### src/rtl/vdp_vram_arbiter.sv
// rtl/vdp_vram_arbiter.sv - four-way VRAM port arbiter with CPU aging and read timeout
// One transaction in flight; fixed priority scr > spr > cpu > cmd, aged CPU jumps ahead of spr/cmd.
module vdp_vram_arbiter #(
    parameter int CPU_AGE_LIMIT = 16,
    parameter int READ_TIMEOUT  = 64
) (
    input  logic        clk,
    input  logic        reset_n,
    input  logic        initial_busy,
    input  logic [16:0] scr_address,
    input  logic [16:0] spr_address,
    input  logic [16:0] cpu_address,
    input  logic [16:0] cmd_address,
    input  logic        scr_valid,
    input  logic        spr_valid,
    input  logic        cpu_valid,
    input  logic        cmd_valid,
    input  logic        cpu_write,
    input  logic        cmd_write,
    input  logic [7:0]  cpu_wdata,
    input  logic [7:0]  cmd_wdata,
    output logic        scr_ready,
    output logic        spr_ready,
    output logic        cpu_ready,
    output logic        cmd_ready,
    output logic [31:0] scr_rdata,
    output logic [31:0] spr_rdata,
    output logic [31:0] cpu_rdata,
    output logic [31:0] cmd_rdata,
    output logic        scr_rdata_en,
    output logic        spr_rdata_en,
    output logic        cpu_rdata_en,
    output logic        cmd_rdata_en,
    output logic [16:0] vram_address,
    output logic        vram_write,
    output logic        vram_valid,
    output logic [7:0]  vram_wdata,
    input  logic [31:0] vram_rdata,
    input  logic        vram_rdata_en,
    output logic        timeout_error
);
    localparam int AW = $clog2(CPU_AGE_LIMIT + 1);
    localparam int RW = (READ_TIMEOUT > 2) ? $clog2(READ_TIMEOUT) : 1;
    localparam logic [1:0] ID_SCR = 2'd0, ID_SPR = 2'd1, ID_CPU = 2'd2, ID_CMD = 2'd3;

    typedef enum logic [1:0] {ST_IDLE, ST_WRITE, ST_READ} state_t;

    state_t           state_q, state_d;
    logic [AW-1:0]    cpu_age_q, cpu_age_d;
    logic [RW-1:0]    rd_cnt_q, rd_cnt_d;
    logic [1:0]       owner_q, owner_d;
    logic [16:0]      addr_q, addr_d;
    logic [7:0]       wdata_q, wdata_d;
    logic [3:0][31:0] rdata_q, rdata_d;
    logic [3:0]       rdata_en_q, rdata_en_d;
    logic             terr_q, terr_d;

    logic       grant, win_write, cpu_aged, rd_done, rd_abort;
    logic [1:0] win;

    assign cpu_aged = (cpu_age_q == AW'(CPU_AGE_LIMIT));
    assign rd_done  = (state_q == ST_READ) && vram_rdata_en;
    assign rd_abort = (state_q == ST_READ) && !vram_rdata_en && (rd_cnt_q == RW'(READ_TIMEOUT - 1));

    always_comb begin
        grant      = 1'b0;
        win        = ID_SCR;
        win_write  = 1'b0;
        state_d    = state_q;
        owner_d    = owner_q;
        addr_d     = addr_q;
        wdata_d    = wdata_q;
        rd_cnt_d   = rd_cnt_q;
        rdata_d    = rdata_q;
        rdata_en_d = 4'b0000;
        terr_d     = terr_q;

        if (state_q == ST_IDLE && !initial_busy) begin
            if (scr_valid) begin
                grant = 1'b1; win = ID_SCR;
            end else if (cpu_valid && cpu_aged) begin
                grant = 1'b1; win = ID_CPU;
            end else if (spr_valid) begin
                grant = 1'b1; win = ID_SPR;
            end else if (cpu_valid) begin
                grant = 1'b1; win = ID_CPU;
            end else if (cmd_valid) begin
                grant = 1'b1; win = ID_CMD;
            end
        end

        case (win)
            ID_SCR:  begin addr_d = grant ? scr_address : addr_q; end
            ID_SPR:  begin addr_d = grant ? spr_address : addr_q; end
            ID_CPU:  begin win_write = cpu_write; addr_d = grant ? cpu_address : addr_q; end
            default: begin win_write = cmd_write; addr_d = grant ? cmd_address : addr_q; end
        endcase

        case (state_q)
            ST_IDLE: begin
                if (grant) begin
                    owner_d  = win;
                    rd_cnt_d = '0;
                    state_d  = win_write ? ST_WRITE : ST_READ;
                    wdata_d  = (win == ID_CPU) ? cpu_wdata : ((win == ID_CMD) ? cmd_wdata : 8'h00);
                end
            end
            ST_WRITE: state_d = ST_IDLE;
            ST_READ: begin
                rd_cnt_d = rd_cnt_q + RW'(1);
                if (rd_done) begin
                    rdata_d[owner_q]    = vram_rdata;
                    rdata_en_d[owner_q] = 1'b1;
                    state_d             = ST_IDLE;
                end else if (rd_abort) begin
                    rdata_d[owner_q]    = 32'h0;
                    rdata_en_d[owner_q] = 1'b1;
                    terr_d              = 1'b1;
                    state_d             = ST_IDLE;
                end
            end
            default: state_d = ST_IDLE;
        endcase

        // Age only counts real waiting; a granted or withdrawn CPU starts over.
        if (!cpu_valid || (grant && win == ID_CPU)) begin
            cpu_age_d = '0;
        end else if (!cpu_aged) begin
            cpu_age_d = cpu_age_q + AW'(1);
        end else begin
            cpu_age_d = cpu_age_q;
        end
    end

    always_ff @(posedge clk or negedge reset_n) begin
        if (!reset_n) begin
            state_q    <= ST_IDLE;
            cpu_age_q  <= '0;
            rd_cnt_q   <= '0;
            owner_q    <= ID_SCR;
            addr_q     <= '0;
            wdata_q    <= '0;
            rdata_q    <= '0;
            rdata_en_q <= '0;
            terr_q     <= 1'b0;
        end else begin
            state_q    <= state_d;
            cpu_age_q  <= cpu_age_d;
            rd_cnt_q   <= rd_cnt_d;
            owner_q    <= owner_d;
            addr_q     <= addr_d;
            wdata_q    <= wdata_d;
            rdata_q    <= rdata_d;
            rdata_en_q <= rdata_en_d;
            terr_q     <= terr_d;
        end
    end

    assign scr_ready     = grant && (win == ID_SCR);
    assign spr_ready     = grant && (win == ID_SPR);
    assign cpu_ready     = grant && (win == ID_CPU);
    assign cmd_ready     = grant && (win == ID_CMD);
    assign scr_rdata     = rdata_q[ID_SCR];
    assign spr_rdata     = rdata_q[ID_SPR];
    assign cpu_rdata     = rdata_q[ID_CPU];
    assign cmd_rdata     = rdata_q[ID_CMD];
    assign scr_rdata_en  = rdata_en_q[ID_SCR];
    assign spr_rdata_en  = rdata_en_q[ID_SPR];
    assign cpu_rdata_en  = rdata_en_q[ID_CPU];
    assign cmd_rdata_en  = rdata_en_q[ID_CMD];
    assign vram_address  = addr_q;
    assign vram_wdata    = wdata_q;
    assign vram_valid    = (state_q != ST_IDLE);
    assign vram_write    = (state_q == ST_WRITE);
    assign timeout_error = terr_q;
endmodule

### config.mk
export PLATFORM = sky130hd
export DESIGN_NAME = vdp_vram_arbiter
export DESIGN_NICKNAME = d
export VERILOG_FILES = /design/src/rtl/vdp_vram_arbiter.sv
export SDC_FILE = /design/constraint.sdc
export NUM_CORES = 1
export LEC_CHECK = 0
export CORE_MARGIN = 2
export CORE_UTILIZATION = 47
export DETAILED_ROUTE_END_ITERATION = 10
export PLACE_DENSITY = 0.85
export SLEW_MARGIN = 40
export SYNTH_ARGS = -nofsm -noshare
export SYNTH_HDL_FRONTEND = slang
export SYNTH_SLANG_ARGS = --single-unit
export TNS_END_PERCENT = 1
### constraint.sdc
create_clock -name clk -period 5.3 [get_ports clk]
set_clock_uncertainty 0.05 [all_clocks]
set_input_delay 1.06 -clock clk [delete_from_list [all_inputs] [get_ports clk]]
set_output_delay 1.06 -clock clk [all_outputs]
set_load 0.05 [all_outputs]
**After elaboration in Yosys (flattened, before gate mapping)**

Cells that the tools add are included.

- Bits of input ports: 126
- Output and inout port bits: 164
- Word-level logic and storage cells: 93
- Register bits: 173

- Add/subtract/negate cells: 2
- Equality and inequality tests: 10
- Bitwise operators: 3
- Mux-type cells: 39
- Order comparisons: 2
- Reductions and logical operators: 25

Operators by type and width:

| cell | count |
|---|---|
| $mux W128 | 2 |
| $and A128 B128 Y128 | 1 |
| $bwmux W128 | 1 |
| $not A128 Y128 | 1 |
| $mux W17 | 4 |
| $demux W32 S2 | 1 |
| $pmux W17 S3 | 1 |
| $mux W32 | 1 |
| $mux W2 | 10 |
| $mux W8 | 2 |
| $mux W4 | 3 |
| $pmux W6 S2 | 1 |
| $logic_and A1 B1 Y1 | 10 |
| $mux W5 | 2 |
| $reduce_and A2 Y1 | 4 |
| $mux W1 | 7 |
| $add A6 B1 Y6 const B | 1 |
| $eq A2 B2 Y1 const B | 3 |
| $eq A6 B6 Y1 const B | 1 |
| $mux W6 | 1 |
| $reduce_bool A2 Y1 | 3 |
| $add A5 B1 Y5 const B | 1 |
| $eq A5 B5 Y1 const B | 1 |
| $eq A2 B1 Y1 const B | 2 |
| other kinds (14) | 17 |

**Depth between registers and ports, before layout**

Gate-level depths: netlist (run 1).

- Word-level depth: 12
- Gate-level depth with buffers: 7
- Mapped depth without buffers: 6

**Worst setup path after synthesis (run 1)**

No wires, ideal clock.

- Path type: input -> output
- Start: in spr_valid
- End: out spr_ready
- Arrival time: 2.433 ns
- Buffers on the path: 2
- Data required time: 4.190 ns
- Path slack: 1.757 ns
- Cell stages on the path: 4
- Path through: clkbuf_1 > a21boi_2 > clkbuf_1 > and2_1

- Longest elaborated chain between the ends: 6
- Elaborated cells between the ends (all ways): 10
- Those cells by class: eq/ne: 1; mux: 8; reduce/logical: 1

Ends and longest elaborated chain:

| element | line | text |
|---|---|---|
| from (decl) | 15 | `input logic spr_valid,` |
| $mux W2 | 83 | `end else if (spr_valid) begin` |
| $mux W2 | 81 | `end else if (cpu_valid && cpu_aged) begin` |
| $mux W2 | 79 | `if (scr_valid) begin` |
| $mux W2 | 78 | `if (state_q == ST_IDLE && !initial_busy) begin` |
| $eq A2 B1 Y1 | 160 | `assign spr_ready = grant && (win == ID_SPR);` |
| $logic_and A1 B1 Y1 (*) | 160 |  |
| to (decl) | 23 | `output logic spr_ready,` |

Every way passes the cells marked *; elsewhere a longest branch is shown, timed or not.

**Final worst setup path (run 1)**

- Start: in initial_busy
- End: out cmd_ready

- Longest elaborated chain between the ends: 5
- Elaborated cells between the ends (all ways): 6
- Those cells by class: eq/ne: 1; mux: 2; reduce/logical: 3

Ends and longest elaborated chain:

| element | line | text |
|---|---|---|
| from (decl) | 9 | `input logic initial_busy,` |
| $logic_not A1 Y1 (*) | 78 |  |
| $logic_and A1 B1 Y1 (*) | 78 |  |
| $mux W2 | 78 |  |
| $eq A2 B2 Y1 | 162 | `assign cmd_ready = grant && (win == ID_CMD);` |
| $logic_and A1 B1 Y1 (*) | 162 |  |
| to (decl) | 25 | `output logic cmd_ready,` |

Marks and branches as above.

==> results of run 1 <==
layer usage:
layer | up-vias | track usage
li1 | 2633 | -
met1 | 3027 | 0.301
met2 | 339 | 0.470
met3 | 38 | 0.0694
met4 | 0 | 0.0980
met5 | - | 0
power by group through the flow:
stage | Clock (uW) | Sequential, uW | Combinational (uW)
final | 1330 | 1780 | 2110
after CTS | 1340 | 1770 | 2110
after floorplan | 0 | 2670 | 396
after detailed placement | 0 | 1790 | 2100
after global routing | 1400 | 1810 | 2190
after global placement | 0 | 1770 | 2060
final timing paths:
| path | slack (ns) | startpoint | end | cells after the start |
|---|---|---|---|---|
| setup reg to reg | 2.75 | state_q[0] | cmd_rdata[13] | 4 |
| max in group asynchronous | 3.59 | reset_n | scr_rdata[18] | 3 |
| setup / recovery | 0.90 | initial_busy | cmd_ready | 5 |
| hold reg to reg | 0.44 | timeout_error | timeout_error | 1 |
| min in group clk | 0.44 | timeout_error | timeout_error | 1 |
| hold / removal | 0.42 | reset_n | cpu_rdata[18] | 1 |
cells in the final DEF (no fill, tap or decap), drive strengths merged, types with 2 or more instances in the layout:
cell type      netlist  routed
clkdlybuf4s50        0     286
nand3               10      10
ha                   3       3
dfrtp              173     173
o31ai                2       2
or3                  2       2
o21ai                9       9
and2                 3       3
buf                 15      13
a21o                 4       4
a21oi                6       6
a31oi               15      15
bufinv               0       4
clkinv               1       3
o22ai               18      18
a222oi               8       8
inv                 45      48
nand3b               3       3
nor2                 9       9
mux2               128     128
clkbuf              18      18
and3                33      33
nand2               26      26
a221oi               3       3
nor3                 6       6
xor2                 3       3
nand2b               2       2
clkinvlp             0       4
nor2b                3       3
o21a                 3       3
a221o               15      15
stage by stage:
stage | area, um^2 | setup WS (ns)
3_3_place_gp | 10500 | 1.01
4_1_cts | 11100 | 0.947
3_5_place_dp | 10500 | 0.951
6_report | 11200 | 0.896
5_1_grt | 11200 | 0.742
2_1_floorplan | 7390 | 1.76
flip-flops by register name (all words and copies together) (netlist names):
| signal | flops |
|---|---|
| spr_rdata | 32 |
| cpu_rdata | 32 |
| vram_address | 17 |
| cpu_age_q | 5 |
| scr_rdata | 32 |
| rd_cnt_q | 6 |
| state_q | 2 |
| cmd_rdata | 32 |
| timeout_error | 1 |
| owner_q | 2 |
| vram_wdata | 8 |
| rdata_en_q | 4 |
cell families (layout without fill, tap and decap cells):
group,after synthesis,in the layout,synth area share
and+or+nand+nor,101,101,0.0767
buffers and inverters,79,376,0.0437
adders and majority gates,3,3,0.00508
AOI/OAI and AO/OA,86,86,0.0894
muxes,128,128,0.195
xor gates and xnor gates,4,4,0.00474
DFF,173,173,0.586
critical path: stages:
cell and delay (ns):
clkdlybuf4s50_1 0.45, nor3_2 0.48, nand3_1 0.68, clkinv_1 0.43, buf_12 0.18
final cells by class:
class | instances | area, um^2 | share of cell area
inverters | 46 | 173 | 0.0155
well taps | 211 | 264 | 0.0236
clock buffers | 18 | 439 | 0.0393
flip-flops and latches | 173 | 4330 | 0.388
multi-input cells | 322 | 2770 | 0.248
repair buffers | 299 | 3000 | 0.269
clock inverters | 13 | 186 | 0.0167
==> summary.md, run 1 <==
| Metric | Value |
|---|---|
| Status | `finished, final reports clean` |
| Total gr overflow | `0` |
| # setup viols final | `0` |
| Post-Route WL | `between 20 and 25 mm` |
| CTS Hold Buffers Added | `0` |
| Layout cell share with drive strength beyond 1 | `0.208` |
| Largest cells by area after synthesis | `dfrtp_1 59%, mux2_2 19%, and3_1 2.8%, inv_1 2.3%, a221o_1 2.0%` |
| Crit path time final | `between 4 and 5 ns` |
| Antenna viol nets, final | `0` |
| PortBufs | `between 200 and 300` |
| Vias in the first global route | `about 6200` |
| H-Tree Level Count | `4` |
| Vias | `between 6000 and 7000` |
| Metal-1 WL | `8.31 mm` |
| Ports | `290` |
| TritonCTS Sinks | `roughly 170` |
| Root buffer cell | `clkbuf_16` |
| DRC viols | `0` |
| Power Dens Cells | `~470 nW/um^2` |
| Worst slew pin tran | `approximately 0.74 ns` |
| CP startpoint kind | `primary input` |
| Gr usage total | `0.262` |
| Worst hold margin | `0.422 ns` |
| # resized after CTS | `0` |
| Top cell type's share of synthesized area | `0.586` |
| Highest fanout seen on the critical path | `18` |
| TritonCTS clock tree | `yes` |
| Most common cell in the synthesized netlist | `dfrtp_1` |
| Syn avg cell area | `between 10 and 15 um^2` |
| Register area share after synthesis | `0.586` |
| Initial detailed-routing violation count | `roughly 400` |
| Met3 routed WL | `between 1.5 and 2 mm` |
| Post-synth ARST share | `1.00` |
| Syn-to-layout area delta | `51.0%` |
| Clock network power share | `0.255` |
| Met2 WL post-DR | `about 12 mm` |
| Via-per-instance ratio | `between 5 and 6` |
| Max rail drop VDD | `roughly 0.00024 V` |
| HPWL after DPL | `15.2 mm` |
| Postcts setup bufs | `0` |
| Synth top cells by count | `173 x dfrtp_1, 123 x mux2_2, 45 x inv_1, 33 x and3_1, 26 x nand2_1` |
| Gate Count Post-Synth | `574` |
| Syn_nets | `703` |
| Combinational group share of total power | `0.404` |
| Die Ht | `roughly 130 um` |
| Max Clk Rate | `around 230 MHz` |
| Flop pwr share | `0.341` |
| Inserted Clock Buffers | `17` |
| Highest routed layer | `met4` |
| Initial antenna violation count | `0` |
| Worst Path Class, Setup | `primary input to output pin` |
| P_int | `roughly 3200 uW` |
| Leak | `around 0.0053 uW` |
| # nets final | `approximately 1000` |
| Clk slew on worst S/H paths | `roughly 0.06 ns` |
| Synth unique cells | `42` |
| Largest net degree at the start of global routing | `between 100 and 150` |
| Final hold violation count | `0` |
| Routed len/inst | `slightly above 20 um` |
| Post-synthesis instance area | `approximately 7400 um^2` |
| EDFF count, synth | `0` |
| Worst-skew pair later-pin latency | `around 0.43 ns` |
| DRT Pass-1 Iters | `7` |
| Max-slew headroom | `0.504` |
| Overall Power | `between 5000 and 6000 uW` |
| Core area | `15300 um^2` |
| Dpl cells | `1050` |
| Post-layout util | `0.729` |
| Number of diodes | `0` |
| Max-slew violations | `0` |
| Routability cong. | `around 0.84` |
| Bufs on Longest Clock Path | `2` |
| P_sw | `approximately 2100 uW` |
| Fin crit share | `0.831` |
| Row count | `45` |
| First-pass GRT wire length | `around 33 mm` |
| DIE AREA | `between 15000 and 20000 um^2` |
| Die width | `about 130 um` |
| Fillers | `1000` |
| Initial Util | `0.483` |
| YS warnings | `0` |
| Crit. End Element | `output pin` |
| Switch share | `0.394` |
| Unrepaired setup endpoints after global routing | `no` |
| Main synth FF type | `dfrtp_1` |
| Yosys top cell by area | `dfrtp_1` |
| Non-filler instance count after layout | `roughly 1100` |
| Required time of the critical path | `roughly 4.2 ns` |
| CP arrival | `approximately 3.3 ns` |
| FF+latch count, synth | `approximately 170` |
| Max-cap violation count | `0` |
| Min-Delay Path Class | `primary input to asynchronous set/reset pin` |
| Final setup TNS | `0 ns` |
Note: power is estimated with default switching activity, not from simulation.
==> inputs of run 2 (changes only) <==
--- a/config.mk
+++ b/config.mk
@@ -6,9 +6,9 @@
 export NUM_CORES = 1
 export LEC_CHECK = 0
 export CORE_MARGIN = 2
-export CORE_UTILIZATION = 47
+export CORE_UTILIZATION = 40
 export DETAILED_ROUTE_END_ITERATION = 10
-export PLACE_DENSITY = 0.85
+export PLACE_DENSITY = 0.77
 export SLEW_MARGIN = 40
 export SYNTH_ARGS = -nofsm -noshare
 export SYNTH_HDL_FRONTEND = slang
==> constraint.sdc (replaced) <==
create_clock -name clk -period 3.6 [get_ports clk]
set_clock_uncertainty 0.05 [all_clocks]
set_input_delay 0.72 -clock clk [delete_from_list [all_inputs] [get_ports clk]]
set_output_delay 0.72 -clock clk [all_outputs]
set_load 0.05 [all_outputs]
==> run 2 against run 1 <==
  * Die area increased by 17%
  * Register-to-register slack got worse by 1.6 ns
  * Combinational power increased by 46%
  * Power increased by 47%
  * Critical endpoint is now cpu_ready
  * Largest cell class unchanged
  * Highest routed layer unchanged
==> summary.md, run 2 (synthesized netlist as in run 1, its figures left out) <==
| Metric | Value |
|---|---|
| Root buffer cell | `clkbuf_16` |
| Ports | `just under 300` |
| DRT Pass-1 Iters | `5` |
| Post-layout util | `0.627` |
| # resized after CTS | `0` |
| Core area | `18000 um^2` |
| Power Dens Cells | `just under 700 nW/um^2` |
| Max rail drop VDD | `between 0.0004 and 0.0005 V` |
| Highest fanout seen on the critical path | `4` |
| Initial Util | `0.410` |
| Max Clk Rate | `~330 MHz` |
| Syn-to-layout area delta | `52.9%` |
| Antenna viol nets, final | `0` |
| Unrepaired setup endpoints after global routing | `no` |
| Buf/Inv on CP | `2` |
| Commonest non-fill, non-tap cell in the layout | `clkdlybuf4s50_1` |
| Max-slew headroom | `0.503` |
| Die width | `about 140 um` |
| CP arrival | `roughly 2.2 ns` |
| Bufs on Longest Clock Path | `2` |
| Required time of the critical path | `~2.8 ns` |
| Final setup TNS | `0 ns` |
| Crit. End Element | `output pin` |
| Row count | `approximately 50` |
| Status | `finished, final reports clean` |
| CP peak stage delay | `~0.54 ns` |
| Worst hold margin | `around 0.23 ns` |
| TritonCTS clock tree | `yes` |
| Max-cap violation count | `0` |
| Overall Power | `about 7600 uW` |
| Initial antenna violation count | `0` |
| # nets final | `~1000` |
| Die Ht | `~140 um` |
| Largest net degree at the start of global routing | `roughly 70` |
| Crit path time final | `about 3.0 ns` |
| CTS Hold Buffers Added | `0` |
| Crit path cell chain | `clkdlybuf4s50_1, or4_4, a211oi_4, buf_12` |
| DRC viols | `0` |
| # setup viols final | `0` |
| Vias | `roughly 5800` |
| Gr usage total | `0.215` |
| TritonCTS Sinks | `about 170` |
| H-Tree Level Count | `4` |
| Worst-skew pair later-pin latency | `~0.42 ns` |
| DIE AREA | `19600 um^2` |
| Final hold violation count | `0` |
| CP startpoint kind | `primary input` |
| Inserted Clock Buffers | `17` |
| Routed len/inst | `~19 um` |
| Worst Path Class, Setup | `primary input to output pin` |
| Fillers | `approximately 1400` |
| CP top delay family | `buffers and inverters` |
| Worst slew pin tran | `approximately 0.74 ns` |
| Total gr overflow | `0` |
| Fin crit share | `0.830` |
| Leak | `roughly 0.0053 uW` |
| Most frequent cells in the layout | `284 x clkdlybuf4s50_1, 173 x dfrtp_1, 123 x mux2_2` |
| Routability cong. | `around 0.80` |
| Postcts setup bufs | `0` |
| HPWL after DPL | `around 15 mm` |
| Min-Delay Path Class | `primary input to asynchronous set/reset pin` |
| Max-slew violations | `0` |
| Via-per-instance ratio | `5.20` |
| Number of diodes | `0` |
| Critical-path top delay cell | `or4_4` |
| First-pass GRT wire length | `about 33 mm` |
| Layout cell share with drive strength beyond 1 | `0.220` |
| Reg-to-reg slack, setup | `roughly 1.1 ns` |
| Vias in the first global route | `roughly 6000` |
| Initial detailed-routing violation count | `between 200 and 250` |
| Post-Route WL | `around 21 mm` |
| Clk slew on worst S/H paths | `about 0.070 ns` |
| PortBufs | `289` |
run 2: changes by cell type in the layout (fill, tap and decap cells not counted), sizes merged:
cell	change
buf	+12
clkdlybuf4s50	-2
clkinvlp	-2
inv	+2
clkinv	+1
run 2: power breakdown:
| group | total, uW | internal, uW | switching [uW] |
|---|---|---|---|
| clock network | 1980 | 1200 | 787 |
| registers | 2580 | 2350 | 234 |
| logic | 3080 | 1130 | 1950 |
| total | 7650 | 4670 | 2970 |
run 2: metal layers:
layer  vias to the layer above  global-route usage  wire length (um)
li1                       2659                   -                 -
met1                      2865               0.278              8930
met2                       227               0.355              9970
met3                        24              0.0547              1430
met4                         0              0.0689               355
met5                         -                   0                 0
run 2: path summary, 6_finish.rpt:
path,start,depth (start not counted),to
max,initial_busy,4,cpu_ready
min,reset_n,1,cpu_rdata[13]
max reg2reg,state_q[0],5,cmd_rdata[0]
min reg2reg,timeout_error,1,timeout_error
max in group asynchronous,reset_n,2,scr_rdata[19]
min in group clk,timeout_error,1,timeout_error
run 2: stage by stage:
stage	setup WS [ns]	area [um^2]	std cells
after floorplan	0.737	7390	574
after global placement	0.612	10700	1079
after detailed placement	0.607	10700	1079
after CTS	0.596	11300	1111
after global routing	0.530	11300	1111
final	0.611	11300	1111
run 2: area by class of cell:
| cell class | instances | area, um^2 | area share |
|---|---|---|---|
| clock buffers | 18 | 439 | 0.0389 |
| clock inverters | 14 | 204 | 0.0180 |
| multi-input cells | 322 | 2750 | 0.243 |
| flip-flops and latches | 173 | 4330 | 0.383 |
| well taps | 229 | 287 | 0.0254 |
| repair buffers | 309 | 3120 | 0.276 |
| inverters | 46 | 173 | 0.0153 |
